`src/rtl/arb_pkg.sv`:
```
// Shared definitions for the unified-memory port arbiter.
//   arb_state_e : arbiter FSM encoding
//   arb_owner_e : which requester holds the current grant
package arb_pkg;

  typedef enum logic [1:0] {
    ARB_IDLE    = 2'b00,
    ARB_IF_WAIT = 2'b01,
    ARB_D_WAIT  = 2'b10,
    ARB_RESP    = 2'b11
  } arb_state_e;

  typedef enum logic {
    OWN_IF = 1'b0,
    OWN_D  = 1'b1
  } arb_owner_e;

  function automatic logic arb_is_wait(arb_state_e s);
    return (s == ARB_IF_WAIT) || (s == ARB_D_WAIT);
  endfunction

endpackage

```
`src/rtl/mem_watchdog.sv`:
```
// Memory-ack watchdog: counts wait cycles without an ack and raises a sticky
// error once the count reaches TIMEOUT. TIMEOUT=0 disables the check.
//   clk, rst : clock, async active-high reset
//   waiting  : a memory access is outstanding this cycle
//   ack      : memory completed the access this cycle
//   clear    : arbiter idle, restart the count
//   err      : sticky timeout flag (cleared only by reset)
module mem_watchdog #(
  parameter int TIMEOUT = 255
) (
  input  logic clk,
  input  logic rst,
  input  logic waiting,
  input  logic ack,
  input  logic clear,
  output logic err
);

  localparam int CW = (TIMEOUT > 0) ? $clog2(TIMEOUT + 1) : 1;
  localparam logic [CW-1:0] LIMIT = CW'(TIMEOUT);

  logic [CW-1:0] cnt_q, cnt_d;
  logic          err_q, err_d;

  always_comb begin
    cnt_d = cnt_q;
    err_d = err_q;
    if (clear || ack)
      cnt_d = '0;
    else if (waiting && (cnt_q != LIMIT))  // saturate at LIMIT
      cnt_d = cnt_q + 1'b1;
    // Flag on the edge where the count reaches the limit; the FSM keeps waiting.
    if ((TIMEOUT != 0) && waiting && !ack && (cnt_d == LIMIT))
      err_d = 1'b1;
  end

  always_ff @(posedge clk or posedge rst) begin
    if (rst) begin
      cnt_q <= '0;
      err_q <= 1'b0;
    end else begin
      cnt_q <= cnt_d;
      err_q <= err_d;
    end
  end

  assign err = err_q;

endmodule

```
`src/rtl/mem_port_arbiter.sv`:
```
// Arbitrates a single-ported unified memory between instruction fetch and
// M-stage load/store. Data has priority; one access at a time via a
// request/ack handshake; each completion is signalled by a one-cycle valid.
//   clk, reset                      : clock, async active-high reset
//   if_req/if_addr/if_kill          : fetch request, PC, redirect kill
//   if_rdata/if_valid               : fetched instruction, completion pulse
//   d_req/d_we/d_addr/d_wdata       : load/store request
//   d_rdata/d_valid                 : load data, completion pulse
//   mem_req/we/addr/wdata           : registered memory request (held until ack)
//   mem_rdata/mem_ack               : memory response
//   stall_fetch/stall_mem           : stall terms for the hazard unit
//   timeout_err                     : sticky ack timeout flag
module mem_port_arbiter
  import arb_pkg::*;
#(
  parameter int XLEN    = 32,
  parameter int TIMEOUT = 255
) (
  input  logic            clk,
  input  logic            reset,
  input  logic            if_req,
  input  logic [XLEN-1:0] if_addr,
  input  logic            if_kill,
  output logic [XLEN-1:0] if_rdata,
  output logic            if_valid,
  input  logic            d_req,
  input  logic            d_we,
  input  logic [XLEN-1:0] d_addr,
  input  logic [XLEN-1:0] d_wdata,
  output logic [XLEN-1:0] d_rdata,
  output logic            d_valid,
  output logic            mem_req,
  output logic            mem_we,
  output logic [XLEN-1:0] mem_addr,
  output logic [XLEN-1:0] mem_wdata,
  input  logic [XLEN-1:0] mem_rdata,
  input  logic            mem_ack,
  output logic            stall_fetch,
  output logic            stall_mem,
  output logic            timeout_err
);

  arb_state_e      state_q, state_d;
  arb_owner_e      owner_q, owner_d;
  logic            kill_q, kill_d;
  logic            mem_we_q, mem_we_d;
  logic [XLEN-1:0] mem_addr_q, mem_addr_d;
  logic [XLEN-1:0] mem_wdata_q, mem_wdata_d;
  logic [XLEN-1:0] if_rdata_q, if_rdata_d;
  logic [XLEN-1:0] d_rdata_q, d_rdata_d;

  always_comb begin
    state_d     = state_q;
    owner_d     = owner_q;
    kill_d      = kill_q;
    mem_we_d    = mem_we_q;
    mem_addr_d  = mem_addr_q;
    mem_wdata_d = mem_wdata_q;
    if_rdata_d  = if_rdata_q;
    d_rdata_d   = d_rdata_q;
    unique case (state_q)
      ARB_IDLE: begin
        kill_d = 1'b0;
        if (d_req) begin
          mem_addr_d  = d_addr;
          mem_wdata_d = d_wdata;
          mem_we_d    = d_we;
          owner_d     = OWN_D;
          state_d     = ARB_D_WAIT;
        end else if (if_req && !if_kill) begin
          mem_addr_d = if_addr;
          mem_we_d   = 1'b0;
          owner_d    = OWN_IF;
          state_d    = ARB_IF_WAIT;
        end
      end
      ARB_IF_WAIT: begin
        // A killed fetch still completes on the bus; only its response is dropped.
        if (if_kill) kill_d = 1'b1;
        if (mem_ack) begin
          if_rdata_d = mem_rdata;
          state_d    = ARB_RESP;
        end
      end
      ARB_D_WAIT: begin
        if (mem_ack) begin
          if (!mem_we_q) d_rdata_d = mem_rdata;  // stores leave d_rdata alone
          state_d = ARB_RESP;
        end
      end
      ARB_RESP: begin
        // Never re-grant here: the requester is still high while the pipe advances.
        kill_d  = 1'b0;
        state_d = ARB_IDLE;
      end
      default: state_d = ARB_IDLE;
    endcase
  end

  always_ff @(posedge clk or posedge reset) begin
    if (reset) begin
      state_q     <= ARB_IDLE;
      owner_q     <= OWN_IF;
      kill_q      <= 1'b0;
      mem_we_q    <= 1'b0;
      mem_addr_q  <= '0;
      mem_wdata_q <= '0;
      if_rdata_q  <= '0;
      d_rdata_q   <= '0;
    end else begin
      state_q     <= state_d;
      owner_q     <= owner_d;
      kill_q      <= kill_d;
      mem_we_q    <= mem_we_d;
      mem_addr_q  <= mem_addr_d;
      mem_wdata_q <= mem_wdata_d;
      if_rdata_q  <= if_rdata_d;
      d_rdata_q   <= d_rdata_d;
    end
  end

  // Request decoded straight from state so an async reset drops it at once.
  assign mem_req   = arb_is_wait(state_q);
  assign mem_we    = mem_we_q;
  assign mem_addr  = mem_addr_q;
  assign mem_wdata = mem_wdata_q;
  assign if_rdata  = if_rdata_q;
  assign d_rdata   = d_rdata_q;

  // A kill arriving in RESP itself must also squash the pulse.
  assign if_valid = (state_q == ARB_RESP) && (owner_q == OWN_IF) && !kill_q && !if_kill;
  assign d_valid  = (state_q == ARB_RESP) && (owner_q == OWN_D);

  assign stall_fetch = if_req & ~if_valid;
  assign stall_mem   = d_req & ~d_valid;

  mem_watchdog #(.TIMEOUT(TIMEOUT)) u_wdog (
    .clk     (clk),
    .rst     (reset),
    .waiting (mem_req),
    .ack     (mem_ack),
    .clear   (state_q == ARB_IDLE),
    .err     (timeout_err)
  );

endmodule

```
`config.mk`:
```
export PLATFORM = sky130hd
export DESIGN_NAME = mem_port_arbiter
export DESIGN_NICKNAME = d
export VERILOG_FILES = /design/src/rtl/arb_pkg.sv /design/src/rtl/mem_watchdog.sv /design/src/rtl/mem_port_arbiter.sv
export SDC_FILE = /design/constraint.sdc
export NUM_CORES = 1
export LEC_CHECK = 0
export ABC_CLOCK_PERIOD_IN_PS = 12500
export CAP_MARGIN = 10
export CORE_UTILIZATION = 45
export CTS_CLUSTER_SIZE = 10
export DETAILED_ROUTE_END_ITERATION = 16
export PLACE_DENSITY_LB_ADDON = 0.05
export SETUP_SLACK_MARGIN = 0.02
export SYNTH_ARGS = -nofsm -noshare
export SYNTH_HDL_FRONTEND = slang
export SYNTH_SLANG_ARGS = --single-unit
```
`constraint.sdc`:
```
create_clock -name clk -period 12.5 [get_ports clk]
set_input_delay 1.875 -clock clk [delete_from_list [all_inputs] [get_ports clk]]
set_output_delay 1.875 -clock clk [all_outputs]
set_load 0.01 [all_outputs]
```
==> metrics.txt <==
CTS Sinks 142; Hold Violations, Final 0; Max Cap Viol 0; Main synth FF type dfrtp_1; setup TNS 0 ns; Post-CTS Resized 0; hold path cells 1; vias per cell 4.97; Worst setup EP type primary output; Pins Over Slew Limit 0; CTS clk-pin slew, worst paths 0.06 ns; routed len/inst 17.3 um; share of layout cells above drive strength 1 0.199; Worst Setup SP if_kill; CTS Hold Bufs 0; first-pass GRT wire length 23.2 mm; Area growth, synth to finish 58.4%; Rel. slew slack 0.318; overall routing resource usage 0.233; adder-cell share of the synthesized area 0.0106; routed wl met3 1.46 mm; sequential cell area fraction in the yosys report 0.605; Met2 Wirelength 7.92 mm; Post-Synth Simple-Gate Area 0.0647; die width 116 um; dpl ws 7.23 ns; Compound-Gate Fraction of Synth Area 0.0511; port buffer count 269; core area 12700 um2; M1 WL 5.77 mm; clock root cell clkbuf_16; Reg2Reg Capture Point mem_addr[19]; largest family of logic cells by synthesized area multiplexers; drt first pass iters 4; routed vias 4433; unrepaired setup endpoints after global routing false; number of synthesized flops with an enable pin 0; worst-case clock skew 0.00600 ns; Final WS setup 7.21 ns; CTS tree built; final setup fails 0; number of global-route vias before repair 4554; Fmax achieved 0.189 GHz; total power 2.31 mW; register-to-register path setup slack 10.40 ns; r2r startpoint state_q[1]; most common cell after layout, fill and taps aside clkdlybuf4s50_1; Yosys cell types 39; actual slew at the worst max-slew pin 1.02 ns; Syn Inst Count 438; synth top area cells dfrtp_1 60%, mux2_2 18%, mux2i_1 5.6%; CP Data Arrival Time 3.41 ns; clk_lat worst skew 0.42 ns; multiplexer area fraction after synthesis 0.240; area share of xor/xnor cells in the synthesized design 0.00298; min-delay worst type reg2reg; min Tclk post-route 5.29 ns; reg2reg path depth 5; drt drc 0; status finished clean; syn nets 578; Synth Register Bits 142; DRT iter0 DRCs 162; grt ovf 0; I/O pins 270; P per Cell Area 248 nW/um2; highest metal used met4; fraction of registers with async set/reset 1.00; Post-CTS Setup Inserts 0; Starting Density 0.464; Mean Syn Cell Area 13.4 um2; die area 13500 um2; most frequent cells in the layout 268 x clkdlybuf4s50_1, 142 x dfrtp_1, 96 x mux2_2, 43 x nand2_1, 35 x o21ai_0; Die Ht 116 um; synth warn 0; Setup CP Type in2out; Leak 4.00 nW; CTS max path bufs 2; Tcrit/Tclk final 0.423; Core Util, Final 0.734; RD Place Congestion 0.790; VDD IR max 129 uV; Ant. Diodes 0; Endpoint, Worst Hold u_wdog.err; ANT nets after route 0; initial antenna violation count 0; number of buffers created by CTS 17; largest net degree at the start of global routing 79; Post-Syn Area 5880 um2; hold_sp u_wdog.err; depth of the CTS H-tree 4; Fill cells 920; # rows 41; fin nets 848; CP Launch Type input port; area share of the largest cell type after synthesis 0.605; crit-path max FO 3; CP required 10.62 ns; cell taking the most area after synthesis dfrtp_1; total wire length 15.4 mm; hpwl dp 11.4 mm
-- metrics by stage --
stage | instances | instance area [um2] | hold slack [ns]
floorplan | 438 | 5880 | 0.462
detailed placement | 861 | 8700 | 0.468
CTS | 892 | 9310 | 0.481
global route | 892 | 9310 | 0.500
global placement | 861 | 8700 | 0.454
finish | 892 | 9310 | 0.473
-- synth_stat cells (2+ instances only) --
master and n:
a21oi_1 7, buf_2 19, buf_6 2, clkbuf_1 2, dfrtp_1 142, ha_1 5
inv_1 7, mux2_2 96, mux2i_1 33, nand2_1 43, nand2b_1 3, nand3_1 2
nand4_1 2, nand4_2 2, nor2_1 11, nor3_1 5, o21ai_0 35
-- layout make-up --
class                           instances  area [um2]  share of cell area
Timing Repair Buffer                  274        2730               0.293
Multi-Input combinational cell        266        2170               0.234
Sequential cell                       142        3550               0.382
Clock buffer                           20         467              0.0501
Tap cell                              172         215              0.0231
Clock inverter                         11         140              0.0151
Inverter                                7        31.3             0.00336
-- how the worst max path moves through the flow --
| stage | cells after the start | slack, ns | end |
|---|---|---|---|
| 2_1_floorplan | 1 | 6.82 | d_rdata[0] |
| 3_3_place_gp | 3 | 7.37 | if_valid |
| 3_5_place_dp | 3 | 7.23 | if_valid |
| 4_1_cts | 3 | 7.21 | if_valid |
| 5_1_grt | 3 | 7.15 | if_valid |
| 6_report | 3 | 7.21 | if_valid |
-- worst max-delay path, cell delays in order --
cell and delay, ns:
clkdlybuf4s50_1 0.46, nor4b_1 0.44, clkdlybuf4s50_1 0.63
-- flip-flops by register name, indices dropped and copies added, names as in the netlist --
register	cells
u_wdog.err	1
mem_addr	32
mem_wdata	32
kill_q	1
owner_q	1
mem_we	1
d_rdata	32
u_wdog.cnt_q	8
state_q	2
if_rdata	32
-- power by group --
part           leakage (nW)  total [mW]  internal [mW]  switching, mW
sequential             1.72       0.796          0.680          0.115
combinational          1.98        1.00          0.595          0.409
clock                 0.301       0.512          0.327          0.185
total                  4.00        2.31           1.60          0.710
-- layer usage --
| metal | vias up | track usage |
|---|---|---|
| met2 | 192 | 0.403 |
| met3 | 22 | 0.0898 |
| li1 | 2070 | - |
| met1 | 2149 | 0.254 |
| met5 | - | 0 |
| met4 | 0 | 0.0991 |
-- logic make-up (layout without fill, tap and decap cells) --
family | count (synthesis) | count (layout)
and+or+nand+nor | 78 | 78
muxes | 129 | 129
adders and majority gates | 5 | 5
buffers and inverters | 30 | 312
AOI/OAI and AO/OA | 52 | 52
DFF | 142 | 142
xor gates and xnor gates | 2 | 2
Power figures use the tool's default switching activity.
